## config.mk

```make
export PLATFORM = sky130hd
export DESIGN_NAME = subroutine_seq
export DESIGN_NICKNAME = d
export VERILOG_FILES = /design/src/rtl/subr_pkg.sv /design/src/rtl/ret_stack_mem.sv /design/src/rtl/subroutine_seq.sv
export SDC_FILE = /design/constraint.sdc
export NUM_CORES = 1
export LEC_CHECK = 0
export ABC_CLOCK_PERIOD_IN_PS = 3700
export CAP_MARGIN = 20
export CELL_PAD_IN_SITES_DETAIL_PLACEMENT = 1
export CELL_PAD_IN_SITES_GLOBAL_PLACEMENT = 1
export CORE_UTILIZATION = 30
export CTS_CLUSTER_DIAMETER = 80
export DETAILED_ROUTE_END_ITERATION = 6
export HOLD_SLACK_MARGIN = 0.05
export PLACE_DENSITY_LB_ADDON = 0.12
export SYNTH_ARGS = -nofsm -noshare
export SYNTH_HDL_FRONTEND = slang
export SYNTH_SLANG_ARGS = --single-unit
```

## constraint.sdc

```tcl
create_clock -name clk -period 3.7 [get_ports clk]
set_clock_uncertainty 0.15 [all_clocks]
set_input_delay 0.74 -clock clk [delete_from_list [all_inputs] [get_ports clk]]
set_output_delay 0.74 -clock clk [all_outputs]
set_load 0.01 [all_outputs]
```

## src/rtl/subr_pkg.sv

```systemverilog
// Shared encodings for the subroutine/return-address sequencer: request ops,
// fault codes, controller states and the default interrupt entry address.
package subr_pkg;

  typedef enum logic [1:0] {
    OP_NOP  = 2'b00,
    OP_CALL = 2'b01,
    OP_RET  = 2'b10,
    OP_IRET = 2'b11
  } op_e;

  typedef enum logic [1:0] {
    FLT_NONE = 2'b00,
    FLT_OVF  = 2'b01,
    FLT_UNF  = 2'b10,
    FLT_IRET = 2'b11
  } flt_e;

  typedef enum logic [1:0] {
    ST_IDLE     = 2'b00,
    ST_POP_WAIT = 2'b01,
    ST_FAULT    = 2'b10
  } state_e;

  localparam logic [10:0] INT_VEC_DEFAULT = 11'h7F0;

endpackage

```

## src/rtl/ret_stack_mem.sv

```systemverilog
// Return-address storage: DEPTH x PC_W array, synchronous write and a
// registered read port with one cycle of latency. The array is never reset.
module ret_stack_mem #(
  parameter int PC_W  = 19,
  parameter int DEPTH = 16,
  parameter int AW    = $clog2(DEPTH)
) (
  input  logic            clk,
  input  logic            wr_en,
  input  logic [AW-1:0]   wr_addr,
  input  logic [PC_W-1:0] wr_data,
  input  logic            rd_en,
  input  logic [AW-1:0]   rd_addr,
  output logic [PC_W-1:0] rd_data
);

  logic [PC_W-1:0] mem_q [DEPTH];
  logic [PC_W-1:0] rd_data_q;

  always_ff @(posedge clk) begin
    if (wr_en) mem_q[wr_addr] <= wr_data;
    if (rd_en) rd_data_q <= mem_q[rd_addr];
  end

  assign rd_data = rd_data_q;

endmodule

```

## src/rtl/subroutine_seq.sv

```systemverilog
// Return-address stack sequencer: arbitrates CALL/RET/IRET against IRQ entry
// and redirects the PC. Optional macro SUBR_IRQ_RESERVE_EN keeps one slot for IRQ.
module subroutine_seq
  import subr_pkg::*;
#(
  parameter int                PC_W    = 19,
  parameter int                ADDR_W  = 11,
  parameter int                DEPTH   = 16,
  parameter logic [ADDR_W-1:0] INT_VEC = INT_VEC_DEFAULT
) (
  input  logic                   clk,
  input  logic                   reset,
  input  logic                   req_valid,
  output logic                   req_ready,
  input  logic [1:0]             req_op,
  input  logic [PC_W-1:0]        pc_current,
  input  logic [ADDR_W-1:0]      call_addr,
  input  logic                   irq,
  output logic                   irq_ack,
  input  logic                   program_end,
  output logic                   resp_valid,
  output logic [PC_W-1:0]        pc_next,
  output logic                   in_isr,
  output logic [$clog2(DEPTH):0] depth,
  output logic                   fault,
  output logic [1:0]             fault_code
);

  localparam int AW = $clog2(DEPTH);
  localparam int DW = AW + 1;
`ifdef SUBR_IRQ_RESERVE_EN
  localparam logic [DW-1:0] CALL_FULL = DW'(DEPTH - 1);
`else
  localparam logic [DW-1:0] CALL_FULL = DW'(DEPTH);
`endif
  localparam logic [DW-1:0] IRQ_FULL = DW'(DEPTH);

  state_e          state_q, state_d;
  logic [DW-1:0]   depth_q, depth_d;
  logic            in_isr_q, in_isr_d;
  logic            fault_q, fault_d;
  flt_e            code_q, code_d;
  logic            resp_valid_q, resp_valid_d;
  logic [PC_W-1:0] pc_next_q, pc_next_d;
  logic            pop_iret_q, pop_iret_d;

  logic            irq_take, accept;
  logic            wr_en, rd_en;
  logic [PC_W-1:0] wr_data, rd_data;
  logic [AW-1:0]   wr_addr, rd_addr;

  // Interrupt entry wins over a simultaneous request, which stays pending.
  assign irq_take  = !reset && (state_q == ST_IDLE) && irq && !in_isr_q
                     && !program_end && !fault_q;
  assign req_ready = !reset && (state_q == ST_IDLE) && !program_end
                     && !fault_q && !irq_take;
  assign accept    = req_valid && req_ready;

  assign wr_addr = depth_q[AW-1:0];
  assign rd_addr = depth_q[AW-1:0] - AW'(1);

  always_comb begin
    state_d      = state_q;
    depth_d      = depth_q;
    in_isr_d     = in_isr_q;
    fault_d      = fault_q;
    code_d       = code_q;
    resp_valid_d = 1'b0;
    pc_next_d    = pc_next_q;
    pop_iret_d   = pop_iret_q;
    wr_en        = 1'b0;
    wr_data      = pc_current;
    rd_en        = 1'b0;

    case (state_q)
      ST_IDLE: begin
        if (irq_take) begin
          if (depth_q >= IRQ_FULL) begin
            fault_d = 1'b1;
            code_d  = FLT_OVF;
            state_d = ST_FAULT;
          end else begin
            wr_en        = 1'b1;
            wr_data      = pc_current;
            depth_d      = depth_q + DW'(1);
            in_isr_d     = 1'b1;
            resp_valid_d = 1'b1;
            pc_next_d    = PC_W'(INT_VEC);
          end
        end else if (accept) begin
          case (op_e'(req_op))
            OP_CALL: begin
              if (depth_q >= CALL_FULL) begin
                fault_d = 1'b1;
                code_d  = FLT_OVF;
                state_d = ST_FAULT;
              end else begin
                wr_en        = 1'b1;
                wr_data      = pc_current + PC_W'(1);
                depth_d      = depth_q + DW'(1);
                resp_valid_d = 1'b1;
                pc_next_d    = PC_W'(call_addr);
              end
            end
            OP_RET, OP_IRET: begin
              // An IRET outside an ISR is reported ahead of an empty stack.
              if ((req_op == OP_IRET) && !in_isr_q) begin
                fault_d = 1'b1;
                code_d  = FLT_IRET;
                state_d = ST_FAULT;
              end else if (depth_q == '0) begin
                fault_d = 1'b1;
                code_d  = FLT_UNF;
                state_d = ST_FAULT;
              end else begin
                rd_en      = 1'b1;
                depth_d    = depth_q - DW'(1);
                pop_iret_d = (req_op == OP_IRET);
                state_d    = ST_POP_WAIT;
              end
            end
            default: ;
          endcase
        end
      end
      ST_POP_WAIT: begin
        resp_valid_d = 1'b1;
        pc_next_d    = rd_data;
        if (pop_iret_q) in_isr_d = 1'b0;
        state_d      = ST_IDLE;
      end
      default: ;
    endcase
  end

  always_ff @(posedge clk) begin
    if (reset) begin
      state_q      <= ST_IDLE;
      depth_q      <= '0;
      in_isr_q     <= 1'b0;
      fault_q      <= 1'b0;
      code_q       <= FLT_NONE;
      resp_valid_q <= 1'b0;
      pc_next_q    <= '0;
      pop_iret_q   <= 1'b0;
    end else begin
      state_q      <= state_d;
      depth_q      <= depth_d;
      in_isr_q     <= in_isr_d;
      fault_q      <= fault_d;
      code_q       <= code_d;
      resp_valid_q <= resp_valid_d;
      pc_next_q    <= pc_next_d;
      pop_iret_q   <= pop_iret_d;
    end
  end

  ret_stack_mem #(
    .PC_W  (PC_W),
    .DEPTH (DEPTH),
    .AW    (AW)
  ) u_mem (
    .clk     (clk),
    .wr_en   (wr_en),
    .wr_addr (wr_addr),
    .wr_data (wr_data),
    .rd_en   (rd_en),
    .rd_addr (rd_addr),
    .rd_data (rd_data)
  );

  assign irq_ack    = irq_take;
  assign resp_valid = resp_valid_q;
  assign pc_next    = pc_next_q;
  assign in_isr     = in_isr_q;
  assign depth      = depth_q;
  assign fault      = fault_q;
  assign fault_code = code_q;

endmodule

```

## Word level (Yosys, flattened, before mapping)

Memories as Yosys holds them, arrays and structs flattened. A register that Yosys moved wholly into a read port is not among the register bits.
Cells that the tools add are included.

| word-level totals | value |
|---|---|
| output and inout port bits | 31 |
| memories kept | 1 |
| flip-flop bits (word level) | 32 |
| RAM bits | 304 |
| input port bits | 37 |

| operators by class | value |
|---|---|
| reductions and logical operators | 27 |
| bitwise operators | 3 |
| order comparisons | 1 |
| $add $sub $neg | 4 |
| eq/ne operators | 13 |
| multiplexer cells | 54 |

Memories:

| memory | words | width | read ports | clocked after Yosys merged registers in | write ports | line | text |
|---|---|---|---|---|---|---|---|
| u_mem.mem_q | 16 | 19 | 1 | 1 | 1 | ret_stack_mem.sv:17 | `logic [PC_W-1:0] mem_q [DEPTH];` |

Operator list:

| kind | count |
|---|---|
| $mux 19 | 10 |
| $pmux 19 s2 | 1 |
| $mux 5 | 5 |
| $mux 1 | 21 |
| $mux 2 | 10 |
| $add 19x1->19 const B | 1 |
| $pmux 2 s2 | 3 |
| $reduce_and 4->1 | 3 |
| $logic_and 1x1->1 | 10 |
| $pmux 5 s2 | 1 |
| $ne 3x3->1 const B | 3 |
| $ne 2x2->1 const B | 3 |
| $pmux 1 s2 | 3 |
| $reduce_and 6->1 | 1 |
| $add 5x1->5 const B | 1 |
| $ge 5x5->1 const B | 1 |
| $logic_not 1->1 | 5 |
| $logic_not 5->1 | 1 |
| $reduce_and 5->1 | 1 |
| $sub 5x1->5 const B | 1 |
| $eq 2x1->1 const B | 2 |
| $eq 2x2->1 const B | 2 |
| $ne 4x2->1 const B | 1 |
| $ne 4x4->1 const B | 1 |
| 8 further kinds | 11 |

## Depth between registers and ports, before layout

Gate-level depths: netlist of the first run.

| depth | value |
|---|---|
| depth in word-level cells | 14 |
| depth in mapped cells | 11 |
| mapped depth without buffers | 7 |

## Hierarchy

Synthesis of the first run repeated with hierarchy kept, for this count alone.

| unflattened totals | value |
|---|---|
| cells, all modules | 767 |
| area total of the unflattened synthesis | 14,109.8 um2 |

Modules (own cells, without submodules):

| module | instances | area an instance (um2) | cells each | seq. area each (um2) |
|---|---|---|---|---|
| ret_stack_mem | 1 | 12,036.5 | 507 | 9,699.3 |
| subroutine_seq | 1 | 2,073.2 | 260 | 640.6 |

## Worst setup path after synthesis of the first run

No wires, ideal clock.

| timing | value |
|---|---|
| path type | input to register |
| from | in reset |
| to | mem u_mem.mem_q[0][0], enable pin |
| setup time | 0.444 ns |
| arrival | 3.344 ns |
| path slack | -0.238 ns |
| stages on the path | 4 |
| required time | 3.106 ns |
| cell sequence | clkbuf_1 -> nor4_2 -> nand2_1 -> nor4_1 |

| between the ends | value |
|---|---|
| cells in the longest elaborated chain, start to end | 14 |

RTL lines:

| item | line | text |
|---|---|---|
| from (decl) | subroutine_seq.sv:12 | `input logic reset,` |
| $logic_not 1->1 * | subroutine_seq.sv:53, subroutine_seq.sv:55 |  |
| $logic_and 1x1->1 * | subroutine_seq.sv:53, subroutine_seq.sv:55 |  |
| $logic_and 1x1->1 (2 in series) | subroutine_seq.sv:53 | `assign irq_take = !reset && (state_q == ST_IDLE) && irq && !in_isr_q` |
| $logic_and 1x1->1 (2 in series) | subroutine_seq.sv:54 | `&& !program_end && !fault_q;` |
| $logic_not 1->1 | subroutine_seq.sv:56 | `&& !fault_q && !irq_take;` |
| $logic_and 1x1->1 | subroutine_seq.sv:56 |  |
| $logic_and 1x1->1 | subroutine_seq.sv:57 | `assign accept = req_valid && req_ready;` |
| $mux 1 | subroutine_seq.sv:90 | `end else if (accept) begin` |
| $mux 1 * | subroutine_seq.sv:77 | `if (irq_take) begin` |
| $mux 1 * | subroutine_seq.sv:75 | `case (state_q)` |
| $mux 1 * | ret_stack_mem.sv:21 | `if (wr_en) mem_q[wr_addr] <= wr_data;` |
| $mux 1 (not written as such) * | ret_stack_mem.sv:21 |  |
| to (decl) | ret_stack_mem.sv:17 |  |

Every way passes the cells marked *; elsewhere a longest branch is shown, timed or not.

## Final worst setup path of the first run

| timing | value |
|---|---|
| from | in reset |
| to | out req_ready |

| between the ends | value |
|---|---|
| cells in the longest elaborated chain, start to end | 8 |

RTL lines:

| item | line | text |
|---|---|---|
| $logic_not 1->1 * | subroutine_seq.sv:53, subroutine_seq.sv:55 |  |
| $logic_and 1x1->1 * | subroutine_seq.sv:53, subroutine_seq.sv:55 |  |
| $logic_and 1x1->1 (2 in series) | subroutine_seq.sv:53 |  |
| $logic_and 1x1->1 (2 in series) | subroutine_seq.sv:54 |  |
| $logic_not 1->1 | subroutine_seq.sv:56 |  |
| $logic_and 1x1->1 * | subroutine_seq.sv:56 |  |
| to (decl) | subroutine_seq.sv:14 | `output logic req_ready,` |

Marked as above.

==> results of run 1 <==
path summary, 6_finish.rpt:
kind	end	slack (ns)	cells past startpoint
worst max-delay path	req_ready	0.26	7
worst max register to register	u_mem.mem_q[11][17]	0.53	7
worst min-delay path	pc_next[6]	0.31	2
worst min register to register	pc_next[6]	0.31	2
cell usage after synthesis, drive strengths merged (7+ instances only):
| cell type | count |
|---|---|
| a22oi | 8 |
| xor2 | 8 |
| a211oi | 19 |
| inv | 12 |
| nor2b | 21 |
| edfxtp | 323 |
| nor3 | 19 |
| mux2i | 20 |
| a21oi | 35 |
| buf | 20 |
| clkbuf | 22 |
| nand2 | 28 |
| nor2 | 39 |
| xnor2 | 13 |
| mux4 | 76 |
| nand3 | 10 |
| o221ai | 7 |
| dfxtp | 32 |
registers in the layout, summed over array words and instances (netlist names):
signal / flops
depth: 5
fault_code: 2
pc_next: 19
in_isr: 1
resp_valid: 1
fault: 1
u_mem.mem_q: 304
pop_iret_q: 1
state_q: 2
u_mem.rd_data: 19
per-stage QoR:
step / cells / util (%) / area, um2
CTS: 1528 / 37.24 / 17340
global route: 1539 / 37.42 / 17420
global placement: 1459 / 34.69 / 16150
floorplan: 770 / - / 14180
detailed placement: 1459 / 34.69 / 16150
finish: 1542 / 37.43 / 17430
cells by family (layout without fill, tap and decap cells):
kind of cell               after synthesis  after routing
buffers and inverters                   54            216
adders and majority gates                5              5
xor gates and xnor gates                21             21
muxes                                   97             97
AOI/OAI and AO/OA                       94             94
DFF                                    355            355
other                                    0              3
and+or+nand+nor                        144            144
worst min-delay path: stages, from the launching register on:
cell	delay [ns]
dfxtp_1	0.31
nand2_1	0.05
a21oi_1	0.05
cell type report:
class | instances | share of cell area (%)
clock buffer | 47 | 5.773
clock inverter | 22 | 1.041
sequential | 355 | 59.36
timing repair buffer | 135 | 7.855
inverter | 12 | 0.2585
tap | 607 | 4.358
antenna | 3 | 0.04308
multi-input combinational | 361 | 21.32
metal layers:
metal | routed length [um] | up-vias | GRT usage (%)
met3 | 1601 | 43 | 2.883
met4 | 737 | 0 | 4.144
met5 | 0 | - | 0
li1 | - | 3386 | -
met2 | 19540 | 153 | 28.31
met1 | 16550 | 3966 | 20.65
layout by cell type (no fill, tap or decap), types with 7 or more instances in the layout:
cell type | Yosys | layout
xor2_1 | 8 | 7
o221ai_1 | 7 | 7
nor2_1 | 39 | 26
clkbuf_16 | 0 | 39
clkbuf_1 | 22 | 8
dfxtp_1 | 32 | 31
nand2_1 | 28 | 28
mux4_2 | 76 | 76
mux2i_1 | 20 | 20
buf_4 | 0 | 53
a22oi_1 | 8 | 8
clkinv_1 | 0 | 8
inv_1 | 12 | 12
nor2_2 | 0 | 13
xnor2_1 | 13 | 12
buf_12 | 0 | 15
nand3_1 | 9 | 9
nor3_1 | 15 | 12
clkinv_2 | 0 | 9
edfxtp_1 | 323 | 323
a21oi_1 | 35 | 35
clkdlybuf4s50_1 | 0 | 67
nor2b_1 | 21 | 21
a211oi_1 | 19 | 19
power groups by stage:
stage	Clock, mW	Combinational, mW	Sequential (mW)
after floorplan	0	0.588	4.53
final	3.67	1.01	4.46
after global routing	3.93	1.08	4.46
after CTS	3.79	1.01	4.46
after detailed placement	0	1.01	4.55
after global placement	0	1.00	4.54
==> flow_metrics.env, run 1 <==
export IMPL_hold_start="pc_next[6]"
export IMPL_hold_viol=0
export IMPL_pwr_share_seq_pct=48.8
export IMPL_setup_viol=0
export IMPL_cts_made_buffers=38
export IMPL_wirelength_um=38430
export IMPL_initial_core_util_pct=30.41
export IMPL_antenna_found_initial=3
export IMPL_fmax_mhz=290.7
export IMPL_fp_dieArea_um2=48060
export IMPL_synth_seq_cells=355
export IMPL_ys_flop_type="edfxtp_1"
export IMPL_routedWlPerCell_um=24.92
export IMPL_synth_yosys_warnings=0
export IMPL_synth_fp_nets=812
export IMPL_synth_top_family_by_area="multiplexers"
export IMPL_die_y_um=219.2
export IMPL_postCtsSetupRepairBufs=0
export IMPL_netlist_area_um2=14160
export IMPL_row_count=79
export IMPL_critPathSlowestCell="clkdlybuf4s50_1"
export IMPL_synthMuxAreaShare_pct=13.58
export IMPL_grt_max_degree=77
export IMPL_grt_pass1_vias=7976
export IMPL_fin_ws_ns=0.2596
export IMPL_die_x_um=219.2
export IMPL_power_mw=9.133
export IMPL_core_um2=46560
export IMPL_tns_ns=0
export IMPL_drive_gt1_share_pct=24.89
export IMPL_drv_slew=0
export IMPL_endpoint_kind="primary output"
export IMPL_hold_ws_ns=0.3059
export IMPL_synth_distinct_cells=51
export IMPL_p_int_mw=6.993
export IMPL_pin_count=68
export IMPL_min_period_ns=3.440
export IMPL_synth_xor_area_share_pct=1.299
export IMPL_drcViolationCount=0
export IMPL_critPathMaxStageDelay_ns=0.53
export IMPL_path_buf_inv=5
export IMPL_globalplace_congestion=0.7848
export IMPL_p_switching_mw=2.140
export IMPL_rr_startpoint="fault"
export IMPL_status="completed"
export IMPL_cp_cell_sequence="clkdlybuf4s50_1, buf_4, nor4_2, nand3_1, buf_4, inv_1, clkdlybuf4s50_1"
export IMPL_required_ns=2.81
export IMPL_synth_async_reset_ratio_pct=0
export IMPL_cts_tree="done"
export IMPL_multi_input_area_um2=3715
export IMPL_vdd_drop_max_uv=552.2
export IMPL_nFillCells=4533
export IMPL_clkLatencyLatePin_ns=0.54
export IMPL_synth_edf_count=323
export IMPL_clock_path_buffers=3
export IMPL_h_tree_depth=2
export IMPL_grt_overflow=0
export IMPL_p_sw_share_pct=23.43
export IMPL_area_delta_synth_final_pct=23.09
export IMPL_ys_seq_area_share_pct=73.04
export IMPL_root_buffer="clkbuf_16"
export IMPL_io_buffers=67
export IMPL_netlist_area_leader_share_pct=68.51
export IMPL_dr_total_vias=7548
export IMPL_synth_fa_ha_area_share_pct=0.4419
export IMPL_ctsHoldBuffers=0
export IMPL_grt_pass1_wl_um=55220
export IMPL_synth_compound_area_share_pct=4.560
export IMPL_cts_sinks=355
export IMPL_cts_clk_slew_worst_paths_ns=0.06
export IMPL_grt_util_all_layers_pct=16.20
export IMPL_fin_nets=945
export IMPL_arrival_ns=2.55
export IMPL_cp_startpoint="reset"
export IMPL_drtIter0Drc=484
export IMPL_finalCritPeriodShare_pct=92.98
export IMPL_detailed_place_hpwl_um=23140
export IMPL_path_class="in2out"
export IMPL_avgSynthCellArea_um2=18.39
export IMPL_ys_top_cells_by_area="edfxtp_1, mux4_2, dfxtp_1"
export IMPL_cpLargestDelayFamily="buffers and inverters"
export IMPL_yosys_area_top_type="edfxtp_1"
export IMPL_yosys_area_share_simple_pct=5.506
export IMPL_p_clk_share_pct=40.2
export IMPL_postCtsResizedCells=0
export IMPL_drt_first_pass_iters=6
export IMPL_max_cap_violations=0
export IMPL_power_density_nw_per_um2=524.1
export IMPL_crit_fanout=4
export IMPL_viasPerCell=4.895
export IMPL_p_leak_nw=5.411
export IMPL_place_ws_ns=-0.3092
export IMPL_holdCritPathClass="reg2reg"
export IMPL_pwr_share_comb_pct=11.0
export IMPL_tightest_slew_ns=1.014
export IMPL_ant_nets=0
export IMPL_regArea_um2=10340
export IMPL_relSlewSlack_pct=32.20
export IMPL_synthCells=770
export IMPL_startpoint_type="input pin"
export IMPL_grt_setup_unrepaired="false"
(Power assumes the default switching activity.)
==> run 2: changes to the inputs <==
--- a/config.mk
+++ b/config.mk
@@ -8,7 +8,7 @@
 export ABC_CLOCK_PERIOD_IN_PS = 3700
 export CAP_MARGIN = 20
 export CELL_PAD_IN_SITES_DETAIL_PLACEMENT = 1
-export CELL_PAD_IN_SITES_GLOBAL_PLACEMENT = 1
+export CELL_PAD_IN_SITES_GLOBAL_PLACEMENT = 2
 export CORE_UTILIZATION = 30
 export CTS_CLUSTER_DIAMETER = 80
 export DETAILED_ROUTE_END_ITERATION = 6
==> flow_metrics.env, run 2 (synthesis results as in run 1) <==
export IMPL_status="completed"
export IMPL_die_y_um=219.2
export IMPL_p_leak_nw=5.533
export IMPL_grt_setup_unrepaired="false"
export IMPL_ctsHoldBuffers=0
export IMPL_cts_tree="done"
export IMPL_drcViolationCount=0
export IMPL_globalplace_congestion=0.7718
export IMPL_min_period_ns=3.537
export IMPL_cts_clk_slew_worst_paths_ns=0.06
export IMPL_fmax_mhz=282.7
export IMPL_grt_pass1_wl_um=56060
export IMPL_layout_common_cells="edfxtp_1, mux4_2, clkdlybuf4s50_1"
export IMPL_io_buffers=67
export IMPL_endpoint_kind="primary output"
export IMPL_grt_max_degree=83
export IMPL_tns_ns=0
export IMPL_grt_overflow=0
export IMPL_die_x_um=219.2
export IMPL_relSlewSlack_pct=29.34
export IMPL_cts_sinks=355
export IMPL_cts_made_buffers=39
export IMPL_viasPerCell=4.945
export IMPL_pin_count=68
export IMPL_power_mw=9.456
export IMPL_fp_dieArea_um2=48060
export IMPL_ant_nets=0
export IMPL_clock_path_buffers=3
export IMPL_n_antenna_cell=0
export IMPL_row_count=79
export IMPL_fin_nets=958
export IMPL_multi_input_area_um2=3710
export IMPL_place_ws_ns=-0.2360
export IMPL_design_area_um2=17650
export IMPL_core_um2=46560
export IMPL_power_density_nw_per_um2=535.9
export IMPL_fin_ws_ns=0.1627
export IMPL_post_dp_cell_area_um2=16280
export IMPL_largest_reg_flops=304
export IMPL_drive_gt1_share_pct=26.22
export IMPL_max_cap_violations=0
export IMPL_hold_ws_ns=0.3048
export IMPL_h_tree_depth=2
export IMPL_arrival_ns=2.65
export IMPL_holdCritPathClass="reg2reg"
export IMPL_clkLatencyLatePin_ns=0.55
export IMPL_dr_total_vias=7680
export IMPL_final_common_cell="edfxtp_1"
export IMPL_drv_slew=0
export IMPL_detailed_place_hpwl_um=24110
export IMPL_root_buffer="clkbuf_16"
export IMPL_startpoint_type="input pin"
export IMPL_path_class="in2out"
export IMPL_drtIter0Drc=527
export IMPL_hold_viol=0
export IMPL_grt_pass1_vias=8202
export IMPL_drt_first_pass_iters=5
export IMPL_initial_core_util_pct=30.41
export IMPL_regArea_um2=10340
export IMPL_antenna_found_initial=2
export IMPL_top_register="u_mem.mem_q"
export IMPL_regToRegSetupSlack_ns=0.54
export IMPL_routedWlPerCell_um=25.03
export IMPL_area_delta_synth_final_pct=24.65
export IMPL_required_ns=2.81
export IMPL_tightest_slew_ns=1.052
export IMPL_setup_viol=0
export IMPL_crit_fanout=18
export IMPL_finalCritPeriodShare_pct=95.60
export IMPL_wirelength_um=38870
export IMPL_grt_util_all_layers_pct=16.58
export IMPL_nFillCells=4597
export IMPL_vdd_drop_max_uv=307.0
run 2: cell count changes in the layout (fill, tap and decap cells not counted), moves of 2 or more:
| cell | change |
|---|---|
| bufinv_16 | +3 |
| clkbuf_1 | -4 |
| buf_12 | +2 |
| clkinv_1 | +3 |
| clkinv_2 | -2 |
| buf_4 | +10 |
| diode_2 | -3 |
run 2: metrics by stage:
step / instances / utilization [%]
after floorplan: 770 / -
after global placement: 1474 / 34.96
after detailed placement: 1474 / 34.96
after CTS: 1545 / 37.77
after global routing: 1553 / 37.90
final: 1553 / 37.90
run 2: timing repair:
item	CTS	global route
resized for setup	0	1
endpoints found under the setup margin	0	1
setup buffers	0	0
run 2: area by class of cell:
type,instances,share of cell area (%)
clock inverters,27,1.638
well taps,607,4.304
multi-input cells,361,21.02
inverters,12,0.2552
clock buffers,44,5.757
repair buffers,147,8.409
flip-flops and latches,355,58.61
run 2: where the power goes:
| group | leakage [nW] | switching [mW] | total (mW) | internal, mW |
|---|---|---|---|---|
| Clock | 0.639 | 1.56 | 3.96 | 2.39 |
| Combinational | 1.73 | 0.608 | 1.05 | 0.439 |
| Sequential | 3.17 | 0.0211 | 4.45 | 4.43 |
run 2: final timing paths:
path                            startpoint                  to  depth (start not counted)
worst max-delay path                 reset           req_ready                          7
worst max register to register  state_q[1]  u_mem.mem_q[6][18]                          6
worst min register to register  pc_next[4]          pc_next[4]                          2
worst min-delay path            pc_next[4]          pc_next[4]                          2
run 2: layer usage:
metal / part of all wire (%) / GRT usage [%]
met5: 0.039 / 0
met4: 1.9 / 5.093
met3: 4.0 / 2.786
met2: 49 / 27.90
met1: 45 / 21.82
run 2: worst max-delay path, cell delays in order:
cell and delay (ns):
clkdlybuf4s50_1 0.45, buf_4 0.22, nor4_2 0.25, nand3_2 0.20, buf_4 0.20, inv_1 0.05
clkdlybuf4s50_1 0.53
